File: config.mk
export PLATFORM = sky130hd
export DESIGN_NAME = muldiv_unit
export DESIGN_NICKNAME = d
export VERILOG_FILES = /design/src/rtl/muldiv_unit_pkg.sv /design/src/rtl/muldiv_datapath.sv /design/src/rtl/muldiv_unit.sv
export SDC_FILE = /design/constraint.sdc
export NUM_CORES = 1
export LEC_CHECK = 0
export CORE_ASPECT_RATIO = 0.6
export CORE_MARGIN = 5
export CORE_UTILIZATION = 50
export DETAILED_ROUTE_END_ITERATION = 10
export HOLD_SLACK_MARGIN = 0.06
export PLACE_DENSITY = 0.82
export SETUP_SLACK_MARGIN = 0.1
export SYNTH_ARGS = -nofsm -noshare
export SYNTH_HDL_FRONTEND = slang
export SYNTH_SLANG_ARGS = --single-unit
export TNS_END_PERCENT = 50
File: constraint.sdc
create_clock -name clk -period 5 [get_ports clk]
set_clock_uncertainty 0.1 [all_clocks]
set_input_delay 0.75 -clock clk [delete_from_list [all_inputs] [get_ports clk]]
set_output_delay 0.75 -clock clk [all_outputs]
set_load 0.005 [all_outputs]
File: src/rtl/muldiv_unit_pkg.sv
// Shared definitions for the iterative multiply/divide unit.
// Contents: op encoding, FSM state encoding, iteration count and counter width.
package muldiv_unit_pkg;

  typedef enum logic [2:0] {
    OpMult  = 3'd0,
    OpMultu = 3'd1,
    OpDiv   = 3'd2,
    OpDivu  = 3'd3,
    OpMthi  = 3'd4,
    OpMtlo  = 3'd5
  } md_op_e;

  typedef enum logic [1:0] {
    StIdle,
    StRun,
    StFix
  } md_state_e;

  localparam int unsigned MD_ITER = 32;
  localparam int unsigned CntW    = $clog2(MD_ITER);

endpackage

File: src/rtl/muldiv_datapath.sv
// Radix-2 multiply/divide datapath working on operand magnitudes.
// Ports:
//   clk, rst_n     clock, synchronous active-low reset
//   load_i         capture operands/signs for op_i (ops 0-3 only)
//   step_en_i      advance the 64-bit accumulator by one iteration
//   op_i, a_i, b_i operation and raw operands
//   res_hi_o/lo_o  sign-corrected result of the step being taken this cycle
module muldiv_datapath
  import muldiv_unit_pkg::*;
(
  input  logic        clk,
  input  logic        rst_n,
  input  logic        load_i,
  input  logic        step_en_i,
  input  logic [2:0]  op_i,
  input  logic [31:0] a_i,
  input  logic [31:0] b_i,
  output logic [31:0] res_hi_o,
  output logic [31:0] res_lo_o
);

  logic [63:0] acc_q, acc_d;
  logic [31:0] mcand_q, mcand_d;
  logic [31:0] a_raw_q, a_raw_d;
  logic        div_q, div_d;
  logic        neg_q, neg_d;
  logic        rneg_q, rneg_d;
  logic        bzero_q, bzero_d;

  logic        is_signed, sa, sb;
  logic [31:0] ma, mb;
  logic [32:0] mul_sum;
  logic [63:0] mul_next;
  logic [33:0] div_diff;
  logic [63:0] div_next;
  logic [63:0] step_res;
  logic [63:0] prod;

  // Ops 0 and 2 are the signed variants.
  assign is_signed = ~op_i[0];
  assign sa        = is_signed & a_i[31];
  assign sb        = is_signed & b_i[31];
  assign ma        = sa ? (~a_i + 32'd1) : a_i;
  assign mb        = sb ? (~b_i + 32'd1) : b_i;

  // Multiply: acc = {partial product, remaining multiplier bits}, shifted right each step.
  assign mul_sum  = {1'b0, acc_q[63:32]} + (acc_q[0] ? {1'b0, mcand_q} : 33'd0);
  assign mul_next = {mul_sum, acc_q[31:1]};

  // Restoring divide: acc = {remainder, dividend/quotient}, shifted left each step.
  assign div_diff = {1'b0, acc_q[63:31]} - {2'b00, mcand_q};
  assign div_next = div_diff[33] ? {acc_q[62:0], 1'b0}
                                 : {div_diff[31:0], acc_q[30:0], 1'b1};

  assign step_res = div_q ? div_next : mul_next;
  assign prod     = neg_q ? (~step_res + 64'd1) : step_res;

  always_comb begin
    res_hi_o = prod[63:32];
    res_lo_o = prod[31:0];
    if (div_q) begin
      if (bzero_q) begin
        res_hi_o = a_raw_q;
        res_lo_o = 32'hFFFF_FFFF;
      end else begin
        res_lo_o = neg_q  ? (~step_res[31:0] + 32'd1)  : step_res[31:0];
        res_hi_o = rneg_q ? (~step_res[63:32] + 32'd1) : step_res[63:32];
      end
    end
  end

  always_comb begin
    acc_d   = acc_q;
    mcand_d = mcand_q;
    a_raw_d = a_raw_q;
    div_d   = div_q;
    neg_d   = neg_q;
    rneg_d  = rneg_q;
    bzero_d = bzero_q;
    if (load_i) begin
      // Same initial layout serves both: low half holds multiplier or dividend magnitude.
      acc_d   = {32'd0, ma};
      mcand_d = mb;
      a_raw_d = a_i;
      div_d   = op_i[1];
      neg_d   = sa ^ sb;
      rneg_d  = sa;
      bzero_d = (b_i == 32'd0);
    end else if (step_en_i) begin
      acc_d = step_res;
    end
  end

  always_ff @(posedge clk) begin
    if (!rst_n) begin
      acc_q   <= '0;
      mcand_q <= '0;
      a_raw_q <= '0;
      div_q   <= 1'b0;
      neg_q   <= 1'b0;
      rneg_q  <= 1'b0;
      bzero_q <= 1'b0;
    end else begin
      acc_q   <= acc_d;
      mcand_q <= mcand_d;
      a_raw_q <= a_raw_d;
      div_q   <= div_d;
      neg_q   <= neg_d;
      rneg_q  <= rneg_d;
      bzero_q <= bzero_d;
    end
  end

endmodule

File: src/rtl/muldiv_unit.sv
// MIPS-style HI/LO multiply/divide unit with fixed 33-cycle latency.
// Ports:
//   clk, rst_n   clock, synchronous active-low reset
//   start, op    request and operation (MULT/MULTU/DIV/DIVU/MTHI/MTLO)
//   a, b         rs/rt operands, sampled only on accept
//   flush        abort in-flight operation, discard coincident start
//   busy         high while RUN/FIX (stall request)
//   done         one-cycle pulse when HI/LO are updated by an iterative op
//   hi, lo       architectural HI/LO registers
module muldiv_unit
  import muldiv_unit_pkg::*;
(
  input  logic        clk,
  input  logic        rst_n,
  input  logic        start,
  input  logic [2:0]  op,
  input  logic [31:0] a,
  input  logic [31:0] b,
  input  logic        flush,
  output logic        busy,
  output logic        done,
  output logic [31:0] hi,
  output logic [31:0] lo
);

  md_state_e       state_q, state_d;
  logic [CntW-1:0] cnt_q, cnt_d;
  logic [31:0]     hi_q, hi_d, lo_q, lo_d;
  logic            busy_q, busy_d, done_q, done_d;
  logic            load, step_en;
  logic [31:0]     res_hi, res_lo;

  muldiv_datapath u_datapath (
    .clk       (clk),
    .rst_n     (rst_n),
    .load_i    (load),
    .step_en_i (step_en),
    .op_i      (op),
    .a_i       (a),
    .b_i       (b),
    .res_hi_o  (res_hi),
    .res_lo_o  (res_lo)
  );

  always_comb begin
    state_d = state_q;
    cnt_d   = cnt_q;
    hi_d    = hi_q;
    lo_d    = lo_q;
    done_d  = 1'b0;
    load    = 1'b0;
    step_en = 1'b0;
    if (flush) begin
      state_d = StIdle;
    end else begin
      unique case (state_q)
        StIdle: begin
          if (start) begin
            if (!op[2]) begin
              load    = 1'b1;
              cnt_d   = CntW'(MD_ITER - 1);
              state_d = StRun;
            end else if (op == OpMthi) begin
              hi_d = a;
            end else if (op == OpMtlo) begin
              lo_d = a;
            end
          end
        end
        StRun: begin
          step_en = 1'b1;
          if (cnt_q == '0) begin
            // Final step: result is sign-fixed combinationally so HI/LO and done
            // become visible together in the FIX cycle.
            state_d = StFix;
            hi_d    = res_hi;
            lo_d    = res_lo;
            done_d  = 1'b1;
          end else begin
            cnt_d = cnt_q - 1'b1;
          end
        end
        StFix:   state_d = StIdle;
        default: state_d = StIdle;
      endcase
    end
    busy_d = (state_d != StIdle);
  end

  always_ff @(posedge clk) begin
    if (!rst_n) begin
      state_q <= StIdle;
      cnt_q   <= '0;
      hi_q    <= '0;
      lo_q    <= '0;
      busy_q  <= 1'b0;
      done_q  <= 1'b0;
    end else begin
      state_q <= state_d;
      cnt_q   <= cnt_d;
      hi_q    <= hi_d;
      lo_q    <= lo_d;
      busy_q  <= busy_d;
      done_q  <= done_d;
    end
  end

  assign busy = busy_q;
  assign done = done_q;
  assign hi   = hi_q;
  assign lo   = lo_q;

endmodule

---- After elaboration in Yosys (flattened, before gate mapping) ----
Index checks and enable logic that the tools add are counted.
word-level totals
  flip-flop bits (word level) ............. 205
  latch bits .............................. 0
  RAM bits ................................ 0
  ROM bits ................................ 0
  input port bits ......................... 71
  output and inout port bits .............. 66
  logic and storage cells ................. 97
  memories ................................ 0
operators by class
  add/subtract/negate cells ............... 8
  multipliers ............................. 0
  divide/modulo/power cells ............... 0
  magnitude comparators ................... 0
  equal/unequal tests ..................... 11
  shift operators ......................... 0
  muxes and demuxes ....................... 41
  bitwise logic cells ..................... 12
  reductions and logical operators ........ 11
operators with widths
  cell                                              number
  2-to-1 mux 32 bit                                 20
  2-to-1 mux 64 bit                                 3
  adder 32 x 1 -> 32 bit, second input constant     4
  inverter 32 bit                                   4
  case mux 32 bit (2 select lines)                  2
  adder 64 x 1 -> 64 bit, second input constant     1
  inverter 64 bit                                   1
  subtractor 33 x 32 -> 34 bit                      1
  adder 32 x 32 -> 33 bit                           1
  logical NOT 32 bit                                1
  != test 2 bit, second input constant              8
  2-to-1 mux 5 bit                                  3
  case mux 5 bit (2 select lines)                   1
  2-to-1 mux 2 bit                                  4
  2-to-1 mux 1 bit                                  7
  AND reduction 7 bit                               1
  equality test 3 bit, second input constant        2
  AND reduction 6 bit                               1
  nonzero test 2 bit                                3
  logical NOT 5 bit                                 1
  AND reduction 5 bit                               1
  subtractor 5 x 1 -> 5 bit, second input constant  1
  inverter 1 bit                                    4
  case mux 2 bit (2 select lines)                   1
  other kinds (6)                                   7

---- Logic depth before layout (Yosys ltp) ----
  word-level depth ........................ 10
  mapped depth ............................ 24
  mapped depth without buffers ............ 20

---- Modules after synthesis ----
Synthesis repeated with hierarchy kept, for this count alone.
unflattened totals
  cell total of the unflattened synthesis .. 2331
  area, all modules ....................... 18007.3 um2
by module, submodules not included
  module           instances  cells each  area each (um2)  seq. area each (um2)
  muldiv_datapath  1          1988        14310.0          2642.5
  muldiv_unit      1          343         3697.3           1461.4

---- Worst setup path after synthesis ----
No wires, ideal clock.
  path kind ............................... register to register
  start point ............................. register u_datapath.mcand_q[20]
  end point ............................... register hi_q[26] (netlist: hi[26])
  library setup time ...................... 117 ps
  arrival ................................. 4823 ps
  data required time ...................... 4783 ps
  setup slack ............................. -39 ps
  cell stages (with the launch flop) ...... 25
  clock period less this slack ............ 5039 ps
  path through ............................ dfxtp_1 -> inv_1 -> ha_1 -> buf_4 -> a21oi_2 -> o21ai_2 -> a21oi_4 -> a31o_1 -> buf_6 -> buf_6 -> a41oi_1 -> inv_1 -> ha_1 -> o211ai_1 -> or4_1 -> nor3_1 -> nand2_1 -> or2_0 -> clkbuf_1 -> or4b_1 -> nor4b_1 -> a31o_2 -> xnor2_1 -> a21oi_1 -> a22o_1
between the ends
  longest elaborated chain between the ends .. 10
RTL lines
  item                                                               RTL line                                      RTL
  from (decl)                                                        muldiv_datapath.sv:23                         logic [31:0] mcand_q, mcand_d;
  from (signal assigned)                                             muldiv_datapath.sv:105                        mcand_q <= mcand_d;
  subtractor 33 x 32 -> 34 bit or 2-to-1 mux 32 bit (tied branches)  muldiv_datapath.sv:51, muldiv_datapath.sv:47
  2-to-1 mux 64 bit or adder 32 x 32 -> 33 bit (tied branches)       muldiv_datapath.sv:52, muldiv_datapath.sv:47
  2-to-1 mux 64 bit (*)                                              muldiv_datapath.sv:55                         assign step_res = div_q ? div_next : mul_next;
  inverter 32 bit                                                    muldiv_datapath.sv:67                         res_hi_o = rneg_q ? (~step_res[63:32] + 32'd1) : step_res[63:32];
  adder 32 x 1 -> 32 bit                                             muldiv_datapath.sv:67
  2-to-1 mux 32 bit                                                  muldiv_datapath.sv:67
  2-to-1 mux 32 bit                                                  muldiv_datapath.sv:62                         if (bzero_q) begin
  2-to-1 mux 32 bit (*)                                              muldiv_datapath.sv:61                         if (div_q) begin
  2-to-1 mux 32 bit (*)                                              muldiv_unit.sv:72                             if (cnt_q == '0) begin
  case mux 32 bit (2 select lines) (*)                               muldiv_unit.sv:56                             unique case (state_q)
  to (signal assigned)                                               muldiv_unit.sv:101                            hi_q <= hi_d;
  to (decl)                                                          muldiv_unit.sv:28                             logic [31:0] hi_q, hi_d, lo_q, lo_d;
Mark *: on every way between the ends. The rest lies on a longest branch, timed or not. The select of a mux whose other input is x is not followed.
A chain may end at the register's enable or synchronous reset.

---- Worst setup path after layout ----
  start point ............................. register u_datapath.mcand_q[22]
  end point ............................... register hi_q[30] (netlist: hi[30])
The elaborated chain is that of the path after synthesis.

==> impl_metrics.json <==
{
  "static-leakage-power_nw": 8.491,
  "cts_tree": "done",
  "power_mw": 4.867,
  "drc": 0,
  "syn_to_final_growth_pct": 25.86,
  "synth_cells": 2415,
  "max-clock-path-buffers": 3,
  "layout.cells.most_common_list": "nand2_1, buf_4, nor2_1, dfxtp_1, a21oi_1",
  "synth_top_family_by_area": "compound AO/OA/AOI/OAI gates",
  "fp.coreArea_um2": 34810,
  "grt_max_degree": 104,
  "grt_pass1_wl_um": 113900,
  "seq_area_frac_synth_pct": 23.44,
  "finalHoldViolCount": 0,
  "synth_edf_count": 0,
  "vias": 20702,
  "die-width_um": 251.6,
  "outcome": "complete, but fails checks",
  "worst_skew_pair.late_latency_ns": 0.55,
  "io_buffers": 136,
  "place_congestion": 1.046,
  "tightest_slew_ns": 1.213,
  "cts_max_level": 1,
  "synthAdderAreaFrac_pct": 5.160,
  "rsz0062_at_grt": "yes",
  "cp.arrival_ns": 5.39,
  "path_clk_slew_ns": 0.07,
  "fin_area_um2": 22030,
  "cap_violations": 0,
  "yosys.area_share.simple_pct": 24.85,
  "cts_sinks": 205,
  "pwr-share-clk_pct": 35.7,
  "max_freq_mhz": 197.8,
  "wl_per_cell_um": 24.32,
  "synth-xor-area-share_pct": 8.305,
  "row_count": 53,
  "seqPwrFrac_pct": 35.7,
  "startpoint_type": "flip-flop",
  "viasPerCell": 6.606,
  "dp_hpwl_um": 58720,
  "comb_power_share_pct": 28.6,
  "die-area_um2": 38980,
  "antenna_found_initial": 1,
  "violations": "setup timing",
  "yosysWarnings": 0,
  "critical_path_class": "flip-flop to flip-flop",
  "cp_max_fo": 6,
  "fin_crit_sh_pct": 101.1,
  "switching_share_pct": 34.73,
  "wirelength_um": 76230,
  "ir_drop_uv": 246.7,
  "avgSynthCellArea_um2": 7.249,
  "max_slew_margin_pct": 19.13,
  "final_nets": 2794,
  "async_reset_ff_share_pct": 0,
  "drive_gt1_share_pct": 18.26,
  "root_buffer": "clkbuf_16",
  "first_pass_iters": 6,
  "power.switching_mw": 1.690,
  "n_antenna_cell": 0,
  "synthMuxAreaShare_pct": 3.009,
  "setup_ws_ns": -0.05604,
  "slew_viol_final": 0,
  "ys_types": 112,
  "synth-seq-cells": 205,
  "synth_compound_area_share_pct": 29.55,
  "io_pins": 137,
  "synth_fp_nets": 2557,
  "grt_overflow": 0,
  "postPlaceCellArea_um2": 20460,
  "die_h_um": 154.9,
  "cp.required_ns": 5.33,
  "end_kind": "flip-flop",
  "p_int_mw": 3.177,
  "grt_pass1_vias": 18597,
  "start_util_pct": 50.28,
  "ant_nets": 0,
  "drtIter0Drc": 2988,
  "power_density_nw_per_um2": 220.9,
  "finalSetupViolCount": 1,
  "hold_class": "flip-flop to flip-flop",
  "grt.total_usage_pct": 36.93,
  "period_needed_ns": 5.056,
  "synth_ff_type": "dfxtp_1",
  "syn_area_um2": 17510,
  "cts_buffers": 23,
  "final_common_cell": "nand2_1"
}
==> cell type report <==
class	count	area, um^2
tap	467	584.3
clock buffer	30	631.9
sequential	205	4130
multi-input combinational	1969	13100
fill	3126	12780
timing repair buffer	378	3209
inverter	75	281.5
clock inverter	10	96.34
==> metrics by stage <==
| step | cells | setup slack (ns) | TNS (ns) | hold WS, ns | utilization, % |
|---|---|---|---|---|---|
| 3_3_place_gp | 3071 | -0.1618 | -0.2933 | 0.3412 | 58.76 |
| 2_1_floorplan | 2415 | 0.1171 | 0 | 0.3328 | - |
| 3_5_place_dp | 3071 | -0.2105 | -0.7248 | 0.3478 | 58.76 |
| 5_1_grt | 3134 | -0.06864 | -0.08920 | 0.3807 | 63.28 |
| 6_report | 3134 | -0.05604 | -0.05604 | 0.3536 | 63.28 |
| 4_1_cts | 3116 | 0.1001 | 0 | 0.3565 | 61.29 |
==> routing by layer <==
layer | vias up | GRT usage, % | wire, um
li1 | 9217 | - | -
met1 | 9922 | 58.62 | 34380
met2 | 1435 | 48.07 | 28780
met3 | 126 | 11.66 | 11440
met4 | 2 | 6.829 | 1605
met5 | - | 0 | 13
==> what timing repair did <==
item | in CTS | in global routing
resized for setup | 27 | 126
setup endpoints to repair | 14 | 20
hold buffers | 0 | 0
buffers inserted | 5 | 18
pin swaps | 5 | 46
==> final timing paths <==
kind | start | to | slack (ns) | depth (start not counted)
setup / recovery | u_datapath.mcand_q[22] | hi[30] | -0.06 | 19
hold / removal | hi[9] | hi[9] | 0.35 | 2
setup reg to reg | u_datapath.mcand_q[22] | hi[30] | -0.06 | 19
hold reg to reg | hi[9] | hi[9] | 0.35 | 2
==> critical path: stages, from the launching register on <==
cell and delay, ns:
dfxtp_1 0.33, inv_1 0.05, ha_2 0.37, nand4_1 0.21, buf_4 0.21, nor3_4 0.24
a21boi_4 0.26, o31ai_1 0.11, a31oi_1 0.25, ha_2 0.23, inv_1 0.05, or4_1 0.53
nor4_2 0.16, buf_4 0.16, nand4_1 0.28, or4_4 0.62, or3_1 0.34, mux2i_1 0.14
a22oi_1 0.23, a21oi_1 0.09
==> cell usage after synthesis, drive strengths merged (38+ instances only) <==
cell type	instances	area, um^2
o211ai	39	297.8
nor3	65	356.6
and2	60	376.6
ha	69	863.3
xnor2	98	858.3
clkbuf	122	459.2
a211oi	55	422.9
nor2	218	823.3
a21oi	207	1062
a21boi	46	360.3
mux2i	38	380.4
xor2	68	595.6
inv	75	281.5
buf	44	254.0
dfxtp	205	4104
o31ai	39	297.8
o221ai	44	391.6
nand3	49	255.3
o21ai	137	696.9
nand2	360	1354
==> power groups by stage <==
stage	clock network, mW	registers, mW	logic, mW
3_5_place_dp	0	1.77	1.23
3_3_place_gp	0	1.77	1.21
6_report	1.74	1.74	1.39
4_1_cts	1.74	1.73	1.26
5_1_grt	1.80	1.74	1.46
2_1_floorplan	0	1.75	0.728
==> logic make-up after synthesis <==
family | Yosys count
buf+inv | 241
mux | 51
simple gates | 921
fa+ha+maj | 71
compound gates | 760
xor+xnor | 166
flops | 205
==> sequential cells by signal, summed over array words and instances, names as in the netlist <==
name / count
u_datapath.div_q: 1
u_datapath.bzero_q: 1
lo: 32
u_datapath.rneg_q: 1
u_datapath.mcand_q: 32
u_datapath.neg_q: 1
state_q: 2
u_datapath.acc_q: 64
hi: 32
u_datapath.a_raw_q: 32
busy: 1
cnt_q: 5
done: 1
(Power assumes the default switching activity.)
